## config.mk

```make
export PLATFORM = sky130hd
export DESIGN_NAME = multicycle_main_fsm
export DESIGN_NICKNAME = d
export VERILOG_FILES = /design/src/rtl/multicycle_main_fsm.sv
export SDC_FILE = /design/constraint.sdc
export NUM_CORES = 1
export LEC_CHECK = 0
export CAP_MARGIN = 20
export CORE_UTILIZATION = 42
export DETAILED_ROUTE_END_ITERATION = 8
export PLACE_DENSITY_LB_ADDON = 0.3
export SLEW_MARGIN = 20
export SYNTH_ARGS = -nofsm -noshare
export SYNTH_HDL_FRONTEND = slang
export SYNTH_SLANG_ARGS = --single-unit
export TNS_END_PERCENT = 20
```

## constraint.sdc

```tcl
create_clock -name clk -period 1.8 [get_ports clk]
set_clock_uncertainty 0.15 [all_clocks]
set_input_delay 0.36 -clock clk [delete_from_list [all_inputs] [get_ports clk]]
set_output_delay 0.36 -clock clk [all_outputs]
set_load 0.02 [all_outputs]
```

## src/rtl/multicycle_main_fsm.sv

```systemverilog
// Main control FSM for a multicycle ARM-style datapath. The FSM is Moore: every
// output is decoded from the state register, plus the latched long-multiply flag.
module multicycle_main_fsm (
  input  logic        clk,
  input  logic        reset,
  input  logic [1:0]  Op,
  input  logic [5:0]  Funct,
  input  logic        IsMul,
  output logic        IRWrite,
  output logic        AdrSrc,
  output logic        ALUSrcA,
  output logic        NextPC,
  output logic        RegW,
  output logic        MemW,
  output logic        Branch,
  output logic        ALUOp,
  output logic        opMul,
  output logic        IsLongMul,
  output logic [1:0]  ALUSrcB,
  output logic [1:0]  ResultSrc,
  output logic [3:0]  State,
  output logic [31:0] RetiredCount
);

  typedef enum logic [3:0] {
    S_FETCH    = 4'd0,
    S_DECODE   = 4'd1,
    S_MEMADR   = 4'd2,
    S_MEMRD    = 4'd3,
    S_MEMWB    = 4'd4,
    S_MEMWR    = 4'd5,
    S_EXECUTER = 4'd6,
    S_EXECUTEI = 4'd7,
    S_ALUWB    = 4'd8,
    S_BRANCH   = 4'd9,
    S_MULEX    = 4'd10,
    S_MULWB    = 4'd11,
    S_UNKNOWN  = 4'd15
  } state_e;

  state_e      state_q, state_d;
  logic        long_q, long_d;
  logic [31:0] retired_q, retired_d;
  logic        retire;

  always_ff @(posedge clk or negedge reset) begin
    if (!reset) begin
      state_q   <= S_FETCH;
      long_q    <= 1'b0;
      retired_q <= 32'd0;
    end else begin
      state_q   <= state_d;
      long_q    <= long_d;
      retired_q <= retired_d;
    end
  end

  always_comb begin
    state_d = S_FETCH;
    case (state_q)
      S_FETCH:    state_d = S_DECODE;
      S_DECODE: begin
        case (Op)
          2'b00: begin
            if (IsMul)         state_d = S_MULEX;
            else if (Funct[5]) state_d = S_EXECUTEI;
            else               state_d = S_EXECUTER;
          end
          2'b01:   state_d = S_MEMADR;
          2'b10:   state_d = S_BRANCH;
          default: state_d = S_UNKNOWN;
        endcase
      end
      S_MEMADR:   state_d = Funct[0] ? S_MEMRD : S_MEMWR;
      S_MEMRD:    state_d = S_MEMWB;
      S_EXECUTER: state_d = S_ALUWB;
      S_EXECUTEI: state_d = S_ALUWB;
      S_MULEX:    state_d = S_MULWB;
      default:    state_d = S_FETCH;
    endcase
  end

  // The long flag is only sampled as a multiply leaves DECODE, so Funct may
  // change afterwards without disturbing the in-flight multiply.
  always_comb begin
    long_d = long_q;
    if (state_q == S_DECODE && state_d == S_MULEX) long_d = Funct[3];
  end

  always_comb begin
    retire = 1'b0;
    case (state_q)
      S_MEMWB, S_MEMWR, S_ALUWB, S_BRANCH, S_MULWB: retire = 1'b1;
      default: retire = 1'b0;
    endcase
    retired_d = retire ? retired_q + 32'd1 : retired_q;
  end

  always_comb begin
    IRWrite   = 1'b0;
    AdrSrc    = 1'b0;
    ALUSrcA   = 1'b0;
    NextPC    = 1'b0;
    RegW      = 1'b0;
    MemW      = 1'b0;
    Branch    = 1'b0;
    ALUOp     = 1'b0;
    opMul     = 1'b0;
    ALUSrcB   = 2'b00;
    ResultSrc = 2'b00;
    case (state_q)
      S_FETCH: begin
        IRWrite   = 1'b1;
        NextPC    = 1'b1;
        ALUSrcA   = 1'b1;
        ALUSrcB   = 2'b10;
        ResultSrc = 2'b10;
      end
      S_DECODE: begin
        ALUSrcA   = 1'b1;
        ALUSrcB   = 2'b10;
        ResultSrc = 2'b10;
      end
      S_MEMADR:   ALUSrcB = 2'b01;
      S_MEMRD:    AdrSrc  = 1'b1;
      S_MEMWB: begin
        ResultSrc = 2'b01;
        RegW      = 1'b1;
      end
      S_MEMWR: begin
        AdrSrc = 1'b1;
        MemW   = 1'b1;
      end
      S_EXECUTER: ALUOp = 1'b1;
      S_EXECUTEI: begin
        ALUOp   = 1'b1;
        ALUSrcB = 2'b01;
      end
      S_ALUWB:    RegW = 1'b1;
      S_BRANCH: begin
        ALUSrcB   = 2'b01;
        ResultSrc = 2'b10;
        Branch    = 1'b1;
      end
      S_MULEX: begin
        ALUOp = 1'b1;
        opMul = 1'b1;
      end
      S_MULWB: begin
        opMul = 1'b1;
        RegW  = 1'b1;
      end
      default: ;
    endcase
  end

  assign IsLongMul    = long_q & ((state_q == S_MULEX) | (state_q == S_MULWB));
  assign State        = state_q;
  assign RetiredCount = retired_q;

endmodule

```

==> metrics.md, run 1 <==
| Metric | Value |
|---|---|
| F_max | approximately 0.51 GHz |
| DR pass1 iterations | 6 |
| Maximum fanout along the worst path | 5 |
| CP delay by family, top | flip-flops |
| Worst-path clk slew | roughly 80 ps |
| Final Hold Viols | 0 |
| Vias in the first global route | 1749 |
| Total power | 4.56 mW |
| Boundary Pins | 61 |
| Residual DRC count | 5 |
| Final WS setup | -148 ps |
| Die height | 71.0 µm |
| Worst R2R End | RetiredCount[27] |
| Synth Area in XOR/XNOR | 14.5% |
| Antenna viol nets, final | 0 |
| CTS Hold Bufs | 0 |
| Lkg Pwr | 1.86 nW |
| Final period util | 108% |
| Syn nets | 201 |
| Nets@finish | 295 |
| Antenna Diode Count | 0 |
| Post-synthesis simple-gate area fraction | 27.8% |
| Critical path required time | about 1300 ps |
| Number of flops mapped to enable cells by yosys | 0 |
| Layout area overhead | 62.7% |
| Crit. path cell count | 5 |
| Largest net degree at the start of global routing | 38 |
| CTS tree | done |
| Netlist Area Pre-Place | 0.00200 mm² |
| Worst slew pin tran | approximately 370 ps |
| Mux cell area share after synthesis | approximately 1.1% |
| Detailed Place HPWL | 3550 µm |
| Startpoint types | flip-flop |
| Gr usage total | 21.9% |
| Final worst path period need | 1950 ps |
| WP buf/inv | 2 |
| Hold WC Path Type | input pin to asynchronous set/reset pin |
| H-tree level count | 2 |
| Slew headroom | 75.2% |
| Slowest-stage cell, CP | dfrtp_2 |
| Cells on worst reg2reg path | 6 |
| Syn Inst Count | around 190 |
| Share of the core filled with cells | 72.7% |
| R2R setup slack | -40 ps |
| Starting density of the core | between 40% and 50% |
| Worst setup path end | RegW |
| CORE AREA | about 0.0045 mm² |
| DIE AREA | 0.00504 mm² |
| Slew Limit Fails | 0 |
| Clock latency on the worst-skew pair | 290 ps |
| Synth Area in Adders | less than 1% |
| CTS Buffer Depth | 2 |
| R2r startpoint | State[2] |
| CP endpoint kind | primary output |
| Clock Sinks | 37 |
| Top_reg_cell synth | dfrtp_1 |
| Routed WL | 5600 µm |
| CP arrival | about 1400 ps |
| Largest family of logic cells by synthesized area | simple AND/OR/NAND/NOR gates |
| VDD IR max | 0.731 mV |
| Layout fillers | 310 |
| Multi-input gate area | 0.00117 mm² |
| # Max-Cap Violations | 0 |
| Proportion of layout cells with a drive suffix above 1 | 36.6% |
| Via density | 5.46 |
| Overflow after GRT | 0 |
| Critical path origin | State[3] |
| Wire per inst | approximately 17 µm |
| Synth unique cells | 40 |
| Via Count | 1835 |
| Critical Path, Cell by Cell | buf_4 -> and2b_1 -> a2bb2oi_2 -> a21oi_2 -> buf_4 |
| Row cnt | 24 |
| Post-synth ARST share | 100% |
| Pwr per Cell Area | around 1400 mW/mm² |
| Sequential cell area | approximately 930 µm² |
| Global-route wire length before repair | 8600 µm |
| Final setup viols | 24 |
| CP Class | flip-flop to primary output |
| CP most frequent cell | buf_4 |
| Status | complete, but fails checks |
| Flops & latches, synth | 37 |
| Ys Warns | 0 |
| Largest stage delay on the critical path | 450 ps |
| Seq/Total Area, Yosys | about 46% |
| Placer's final routability congestion estimate | about 0.85 |
| Die width | 71.0 µm |
| DRT iter0 DRCs | 172 |
| CTS Buf Count | 5 |
| Post-synthesis compound-gate area fraction | 5.63% |
| Clock root cell | clkbuf_8 |
| Unrepaired setup endpoints after global routing | true |
| Initial antenna violation count | 0 |
| Violations in the final reports | DRC, setup timing |
| Syn Area/Cell | 10.6 µm² |
| IO Port Bufs | 57 |
## flip-flops by register name, indices dropped and copies added, names as in the netlist
| register | flops |
|---|---|
| RetiredCount | 32 |
| State | 4 |
| long_q | 1 |
## cells by family (layout without fill, tap and decap cells)
kind of cell               after synthesis  after routing
AOI/OAI and AO/OA                       15             15
muxes                                    2              2
xor gates and xnor gates                33             33
and+or+nand+nor                         87             87
buffers and inverters                   14            109
DFF                                     37             37
adders and majority gates                1              1
## timing repair
item	CTS	global route
setup buffers	3	5
setup endpoints to repair	65	70
gates resized for setup	92	66
gates cloned	0	2
pin swaps	14	17
## synthesized netlist by cell type, types with 2 or more instances
master	n	area share, %
and4_1	6	2.6
xnor2_1	30	13
nor4_1	3	0.94
nand2_1	9	1.7
and2_1	6	1.9
buf_2	3	0.75
nand3_1	11	2.8
inv_1	3	0.56
nor4_4	2	2.1
nand4_1	20	6.3
buf_6	2	1.1
a21oi_1	4	1.0
o21ai_0	3	0.75
clkbuf_1	3	0.56
nor3_1	6	1.5
dfrtp_1	37	46
nor2_1	7	1.3
and3_1	7	2.2
xor2_1	3	1.3
o22ai_1	2	0.63
buf_4	3	1.1
## through the flow
step / hold WS, ps / instance area (µm²) / setup slack [ps] / instances / TNS [ps]
CTS: 304 / 3020 / -155 / 329 / -2220
finish: 292 / 3250 / -148 / 336 / -1190
global route: 321 / 3250 / -205 / 336 / -3470
global placement: 312 / 2870 / -271 / 318 / -2500
detailed placement: 327 / 2870 / -314 / 318 / -3300
floorplan: -85.6 / 2050 / -33.1 / 189 / -163
## power breakdown
part | total [mW] | internal [mW] | switching (mW)
Combinational | 2.76 | 1.39 | 1.37
Clock | 0.653 | 0.346 | 0.306
Sequential | 1.14 | 0.963 | 0.180
Total | 4.56 | 2.70 | 1.86
## worst reg2reg max path, stage by stage (launching register included)
cell and delay [ps]:
dfrtp_2 480, nand2b_4 200, buf_6 140, o32ai_4 300
buf_6 180, nand4_1 130, xnor2_1 150
## how the worst min path moves through the flow
stage | startpoint | endpoint | slack, ps | cells after the start
global placement | RetiredCount[31] | RetiredCount[31] | 310 | 1
floorplan | reset | RetiredCount[0] | -90 | 0
finish | reset | RetiredCount[0] | 290 | 2
CTS | reset | RetiredCount[8] | 300 | 2
detailed placement | RetiredCount[31] | RetiredCount[31] | 330 | 1
global route | reset | RetiredCount[0] | 320 | 2
## area by class of cell
cell class / instances / share of cell area [%]
Multi-Input combinational cell: 138 / 36.0
Timing Repair Buffer: 98 / 29.8
Sequential cell: 37 / 28.7
Clock buffer: 7 / 2.96
Tap cell: 52 / 2.00
Inverter: 3 / 0.346
Clock inverter: 1 / 0.154
## layer usage
| layer | track usage (%) | vias to the layer above | part of all wire [%] |
|---|---|---|---|
| met5 | 0 | - | 0 |
| met2 | 36.4 | 60 | 49 |
| met3 | 5.84 | 10 | 4.9 |
| met1 | 28.4 | 893 | 44 |
| li1 | - | 872 | - |
| met4 | 6.00 | 0 | 1.3 |
## cell usage in the layout, fill, tap and decap left out, drive strengths merged, types with 2 or more instances in the layout
master	instances
and4	6
nor2	7
clkbuf	10
buf	54
nand2	9
nand2b	2
xnor2	30
o22ai	2
and3	7
dlygate4sd2	9
nand3	12
dlymetal6s2s	25
and2	6
dfrtp	37
nand4	21
o21ai	3
nor3	6
clkdlybuf4s50	7
a21oi	4
xor2	3
nor4	5
inv	3
Note: power is estimated with default switching activity, not from simulation.
==> run 2, diff against run 1 <==
--- a/config.mk
+++ b/config.mk
@@ -7,6 +7,7 @@
 export LEC_CHECK = 0
 export CAP_MARGIN = 20
 export CORE_UTILIZATION = 42
+export CTS_BUF_LIST = sky130_fd_sc_hd__clkbuf_16
 export DETAILED_ROUTE_END_ITERATION = 8
 export PLACE_DENSITY_LB_ADDON = 0.3
 export SLEW_MARGIN = 20
==> run 2 against run 1 <==
Effect of this change: the flow still finishes with violations (DRC, setup timing); via count grew 0.93%; clock power grew 26%; register-to-register slack is essentially flat; critical path type unchanged; critical endpoint unchanged; largest power group unchanged; highest routed layer unchanged.
==> metrics.md, run 2 (synthesized netlist as in run 1, its figures left out) <==
| Metric | Value |
|---|---|
| Combinational Power Share | 56.9% (-3.7 points) |
| Boundary Pins | 61 (unchanged) |
| Share of the core filled with cells | 70.6% (-2.1 points) |
| CP most frequent cell | buf_4 |
| Total power | 4.58 mW (+0.49%) |
| Starting density of the core | 44.7% (unchanged) |
| Reg power frac | 25.1% (about the same) |
| DIE AREA | 0.00504 mm² (unchanged) |
| Placer's final routability congestion estimate | 0.849 (unchanged) |
| R2r startpoint | State[2] |
| Proportion of layout cells with a drive suffix above 1 | 35.0% (-1.6 points) |
| Most common cell after layout, fill and taps aside | buf_4 |
| Gr usage total | 21.3% (-0.67 points) |
| Lkg Pwr | 1.56 nW (-16%) |
| Switching share of total power | 40.3% (-0.48 points) |
| Worst-path clk slew | 50 ps (-30 ps) |
| Slew Limit Fails | 0 (unchanged) |
| Final period util | 109% (+0.39 points) |
| Nets@finish | 291 (-1.4%) |
| F_max | 0.511 GHz (-0.36%) |
| CP endpoint kind | primary output |
| CTS Buffer Depth | 2 (unchanged) |
| Initial antenna violation count | 0 (unchanged) |
| Crit. path cell count | 5 (unchanged) |
| Slew headroom | 77.5% (+2.2 points) |
| Hold Slack | 311 ps (+18.8 ps) |
| Via density | 5.58 (+2.1%) |
| Final WS setup | -155 ps (-6.95 ps) |
| WP buf/inv | 2 (unchanged) |
| Routed WL | 5540 µm (-1.1%) |
| Largest net degree at the start of global routing | 38 (unchanged) |
| R2R setup slack | -50 ps (about the same) |
| Largest stage delay on the critical path | 450 ps (about the same) |
| CORE AREA | 0.00447 mm² (unchanged) |
| Final worst path period need | 1960 ps (+6.95 ps) |
| Die height | 71.0 µm (unchanged) |
| Residual DRC count | 5 (unchanged) |
| IO Port Bufs | 57 (unchanged) |
| # Max-Cap Violations | 0 (unchanged) |
| DR pass1 iterations | 9 (+3) |
| CP Class | flip-flop to primary output |
| H-tree level count | 2 (unchanged) |
| Worst R2R End | RetiredCount[11] |
| CTS tree | done |
| Most frequent cells in the layout | buf_4, xnor2_1, dlygate4sd2_1, dfrtp_1, nand4_1 |
| Die width | 71.0 µm (unchanged) |
| Final Hold Viols | 0 (unchanged) |
| Global-route wire length before repair | 8360 µm (-2.9%) |
| Net Switching | 1.85 mW (-0.68%) |
| Violations in the final reports | DRC, setup timing |
| Cells on worst reg2reg path | 6 (unchanged) |
| Hold WC Path Type | input pin to asynchronous set/reset pin |
| Wire per inst | 16.7 µm (+0.14%) |
| Status | complete, but fails checks |
| Critical path required time | 1290 ps (about the same) |
| VDD IR max | 0.742 mV (+1.5%) |
| P_int | 2.73 mW (+1.3%) |
| Clock root cell | clkbuf_16 |
| Overflow after GRT | 0 (unchanged) |
| Startpoint types | flip-flop |
| Pwr per Cell Area | 1450 mW/mm² (+3.4%) |
| Critical path origin | State[3] |
| Final setup viols | 26 (+8.3%) |
| Clk pwr share | 18.0% (+3.7 points) |
| Antenna Diode Count | 0 (unchanged) |
| Clock latency on the worst-skew pair | 280 ps (about the same) |
| Slowest-stage cell, CP | dfrtp_2 |
| Maximum fanout along the worst path | 5 (unchanged) |
| Row cnt | 24 (unchanged) |
| CP delay by family, top | flip-flops |
| Max reg flops | 32 (unchanged) |
| Clock Sinks | 37 (unchanged) |
| Vias in the first global route | 1734 (-0.86%) |
| CP arrival | 1450 ps (about the same) |
| CTS Buf Count | 5 (unchanged) |
| DRT iter0 DRCs | 145 (-16%) |
| Layout area overhead | 58.1% |
| Worst slew pin tran | 338 ps (-30.8 ps) |
| Unrepaired setup endpoints after global routing | true |
| Via Count | 1852 (+0.93%) |
| Critical Path, Cell by Cell | buf_4 -> and2b_1 -> a2bb2oi_2 -> a21oi_2 -> buf_4 |
| Antenna viol nets, final | 0 (unchanged) |
| Detailed Place HPWL | 3550 µm (unchanged) |
| Layout fillers | 333 (+7.4%) |
| Worst setup path end | RegW |
==> run 2: metrics by stage <==
stage	setup WS [ps]	cells	instance area [µm²]	TNS [ps]
after floorplan	-33.1	189	2050	-163
after global placement	-271	318	2870	-2500
after detailed placement	-314	318	2870	-3300
after CTS	-153	328	2990	-637
after global routing	-202	332	3160	-2590
final	-155	332	3160	-1190
==> run 2: layer usage <==
metal	GRT usage, %	vias to the layer above	wire (µm)
li1	-	862	-
met1	27.8	917	2450
met2	35.3	61	2720
met3	5.41	12	281
met4	5.78	0	90
met5	0	-	0
==> run 2: final cells by class <==
| class | count | area (µm²) | share of cell area, % |
|---|---|---|---|
| multi-input cells | 138 | 1160 | 36.7 |
| flip-flops and latches | 37 | 940 | 29.7 |
| repair buffers | 94 | 848 | 26.8 |
| clock buffers | 5 | 125 | 3.96 |
| well taps | 52 | 65.1 | 2.06 |
| clock inverters | 3 | 12.5 | 0.396 |
| inverters | 3 | 11.3 | 0.356 |
==> run 2: how the worst min path moves through the flow <==
stage                     start               end  slack (ps)  depth (start not counted)
2_1_floorplan             reset   RetiredCount[0]         -90                          0
3_3_place_gp   RetiredCount[31]  RetiredCount[31]         310                          1
3_5_place_dp   RetiredCount[31]  RetiredCount[31]         330                          1
4_1_cts                   reset   RetiredCount[8]         320                          2
5_1_grt                   reset   RetiredCount[8]         350                          2
6_report                  reset   RetiredCount[0]         310                          2
==> run 2: power by group through the flow <==
stage / sequential, mW / combinational (mW) / clock, mW
6_report: 1.15 / 2.61 / 0.823
5_1_grt: 1.16 / 2.77 / 0.862
4_1_cts: 1.13 / 2.24 / 0.832
3_5_place_dp: 1.13 / 2.26 / 0
3_3_place_gp: 1.12 / 2.23 / 0
2_1_floorplan: 1.24 / 1.08 / 0
==> run 2: repair_timing <==
| action | in CTS | in global routing |
|---|---|---|
| hold buffers | 0 | 0 |
| setup endpoints to repair | 60 | 47 |
| gates cloned | 0 | 1 |
| buffers inserted | 2 | 3 |
| pin swaps | 6 | 21 |
| gates resized for setup | 103 | 48 |
==> run 3, diff against run 2 <==
--- a/config.mk
+++ b/config.mk
@@ -9,7 +9,7 @@
 export CORE_UTILIZATION = 42
 export CTS_BUF_LIST = sky130_fd_sc_hd__clkbuf_16
 export DETAILED_ROUTE_END_ITERATION = 8
-export PLACE_DENSITY_LB_ADDON = 0.3
+export PLACE_DENSITY_LB_ADDON = 0.2
 export SLEW_MARGIN = 20
 export SYNTH_ARGS = -nofsm -noshare
 export SYNTH_HDL_FRONTEND = slang
==> run 3 against run 2 <==
Effect of this change: first-iteration DRC count fell by 1.4%; sequential power hardly changed; critical path type unchanged; die area unchanged; hold slack gained 6.4 ps; largest power group unchanged; the flow still finishes with violations (DRC, setup timing); final cell count up 2.1%.
==> metrics.md, run 3 (synthesized netlist as in run 1, its figures left out) <==
| Metric | Value |
|---|---|
| Status | complete, but fails checks |
| Violations in the final reports | DRC, setup timing |
| Pwr per Cell Area | 1500 mW/mm² (+3.7%) |
| Slowest-stage cell, CP | dfrtp_2 |
| Detailed Place HPWL | 3440 µm (-3.1%) |
| Lkg Pwr | 1.63 nW (+4.1%) |
| Max reg flops | 32 (unchanged) |
| CP Class | flip-flop to primary output |
| Critical Path, Cell by Cell | buf_6 -> xnor2_4 -> a2bb2oi_2 -> a21oi_2 -> buf_6 |
| Via density | 5.48 (-1.7%) |
| CP most frequent cell | buf_6 |
| IO Port Bufs | 57 (unchanged) |
| Layout area overhead | 62.9% |
| Pre-CTS setup slack | -276 ps (+37.9 ps) |
| Final WS setup | -185 ps (-29.9 ps) |
| Gr usage total | 21.5% (+0.25 points) |
| DR pass1 iterations | 8 (-1) |
| Worst slew pin tran | 461 ps (+123 ps) |
| Final setup viols | 14 (-46%) |
| H-tree level count | 2 (unchanged) |
| Maximum fanout along the worst path | 6 (+1) |
| DIE AREA | 0.00504 mm² (unchanged) |
| Residual DRC count | 4 (-1) |
| Antenna Diode Count | 0 (unchanged) |
| Final Hold Viols | 0 (unchanged) |
| Antenna viol nets, final | 0 (unchanged) |
| Final period util | 110% (+1.7 points) |
| Die width | 71.0 µm (unchanged) |
| Routed WL | 5410 µm (-2.3%) |
| Startpoint types | flip-flop |
| CTS Buffer Depth | 2 (unchanged) |
| VDD IR max | 1.00 mV (+35%) |
| Clock latency on the worst-skew pair | 280 ps (about the same) |
| CTS Buf Count | 5 (unchanged) |
| Boundary Pins | 61 (unchanged) |
| Vias in the first global route | 1791 (+3.3%) |
| M1 wire length | 2310 µm (-5.4%) |
| DRT iter0 DRCs | 143 (-1.4%) |
| Top sig layer | met4 |
| Met3 WL | 224 µm (-20%) |
| CORE AREA | 0.00447 mm² (unchanged) |
| Cell count after placement | 322 (+1.3%) |
| Clock Sinks | 37 (unchanged) |
| Worst-path clk slew | 50 ps (about the same) |
| Hold WC Path Type | flip-flop to flip-flop |
| Via Count | 1858 (+0.32%) |
| Proportion of layout cells with a drive suffix above 1 | 35.5% (+0.54 points) |
| Slew headroom | 69.3% (-8.2 points) |
| Most common cell after layout, fill and taps aside | buf_4 |
| Setup TNS Final | -1370 ps (-184 ps) |
| Overflow after GRT | 0 (unchanged) |
| Die height | 71.0 µm (unchanged) |
| CP arrival | 1480 ps (+30 ps) |
| Largest net degree at the start of global routing | 38 (unchanged) |
| F_max | 0.504 GHz (-1.5%) |
| Row cnt | 24 (unchanged) |
| Placer's final routability congestion estimate | 0.822 (-3.3%) |
| Final worst path period need | 1990 ps (+29.9 ps) |
| Most frequent cells in the layout | buf_4, xnor2_1, dfrtp_1, dlygate4sd2_1, nand4_1 |
| Met2 wire len | 2800 µm (+2.8%) |
| Wire per inst | 16.0 µm (-4.3%) |
| Initial antenna violation count | 0 (unchanged) |
| Clock root cell | clkbuf_16 |
| Global-route wire length before repair | 8380 µm (+0.34%) |
| Starting density of the core | 44.7% (unchanged) |
| Slew Limit Fails | 0 (unchanged) |
| Final Non-Filler Cells | 339 (+2.1%) |
| Critical path required time | 1290 ps (about the same) |
| Nets@finish | 298 (+2.4%) |
| Hold Slack | 317 ps (+6.42 ps) |
| CP endpoint kind | primary output |
| CTS tree | done |
| Largest stage delay on the critical path | 470 ps (+20 ps) |
| CP delay by family, top | flip-flops |
| WP buf/inv | 2 (unchanged) |
| # Max-Cap Violations | 0 (unchanged) |
| Unrepaired setup endpoints after global routing | true |
[run 3: cell types whose count changed in the layout (fill, tap and decap cells not counted), sizes merged]
cell | before | now
buf | 51 | 59
clkinv | 3 | 1
clkbuf | 6 | 5
clkdlybuf4s15 | 0 | 1
dlymetal6s2s | 5 | 6
dlygate4sd3 | 0 | 1
bufinv | 0 | 1
inv | 3 | 4
clkdlybuf4s50 | 9 | 8
dlygate4sd2 | 28 | 26
[run 3: power by group]
part	internal [mW]	switching, mW	total, mW
Clock	0.643	0.331	0.974
Sequential	0.965	0.166	1.13
Combinational	1.40	1.38	2.79
[run 3: path summary, 6_finish.rpt]
path | start | to | slack, ps | depth (start not counted)
max in group asynchronous | reset | RetiredCount[0] | 650 | 3
setup reg to reg | State[3] | RetiredCount[10] | -120 | 7
hold / removal | RetiredCount[31] | RetiredCount[31] | 320 | 1
min in group asynchronous | reset | RetiredCount[10] | 500 | 3
setup / recovery | State[3] | RegW | -190 | 5
hold reg to reg | RetiredCount[31] | RetiredCount[31] | 320 | 1
[run 3: layer usage]
layer	vias up	global-route usage [%]
li1	885	-
met4	0	7.33
met1	913	25.9
met3	8	5.84
met5	-	0
met2	52	37.2
[run 3: area by class of cell]
cell class / instances / area [µm²]
fillers: 338 / 1220
multi-input cells: 138 / 1160
inverters: 3 / 11.3
flip-flops and latches: 37 / 937
repair buffers: 101 / 923
well taps: 52 / 65.1
clock buffers: 5 / 125
clock inverters: 3 / 37.5
[run 3: timing repair]
| item | 4_1_cts | 5_1_grt |
|---|---|---|
| hold buffers | 1 | 0 |
| endpoints found under the setup margin | 59 | 49 |
| resized for setup | 111 | 40 |
| buffers inserted | 2 | 5 |
| pin swaps | 5 | 19 |
| hold endpoints to repair | 37 | 0 |
| cloned | 0 | 1 |
[run 3: metrics by stage]
| step | util, % | power [mW] | instance area (µm²) |
|---|---|---|---|
| global route | 72.8 | 5.14 | 3260 |
| finish | 72.8 | 4.89 | 3260 |
| floorplan | - | 2.31 | 2050 |
| global placement | 64.5 | 3.43 | 2890 |
| detailed placement | 64.5 | 3.43 | 2890 |
| CTS | 68.7 | 4.43 | 3070 |
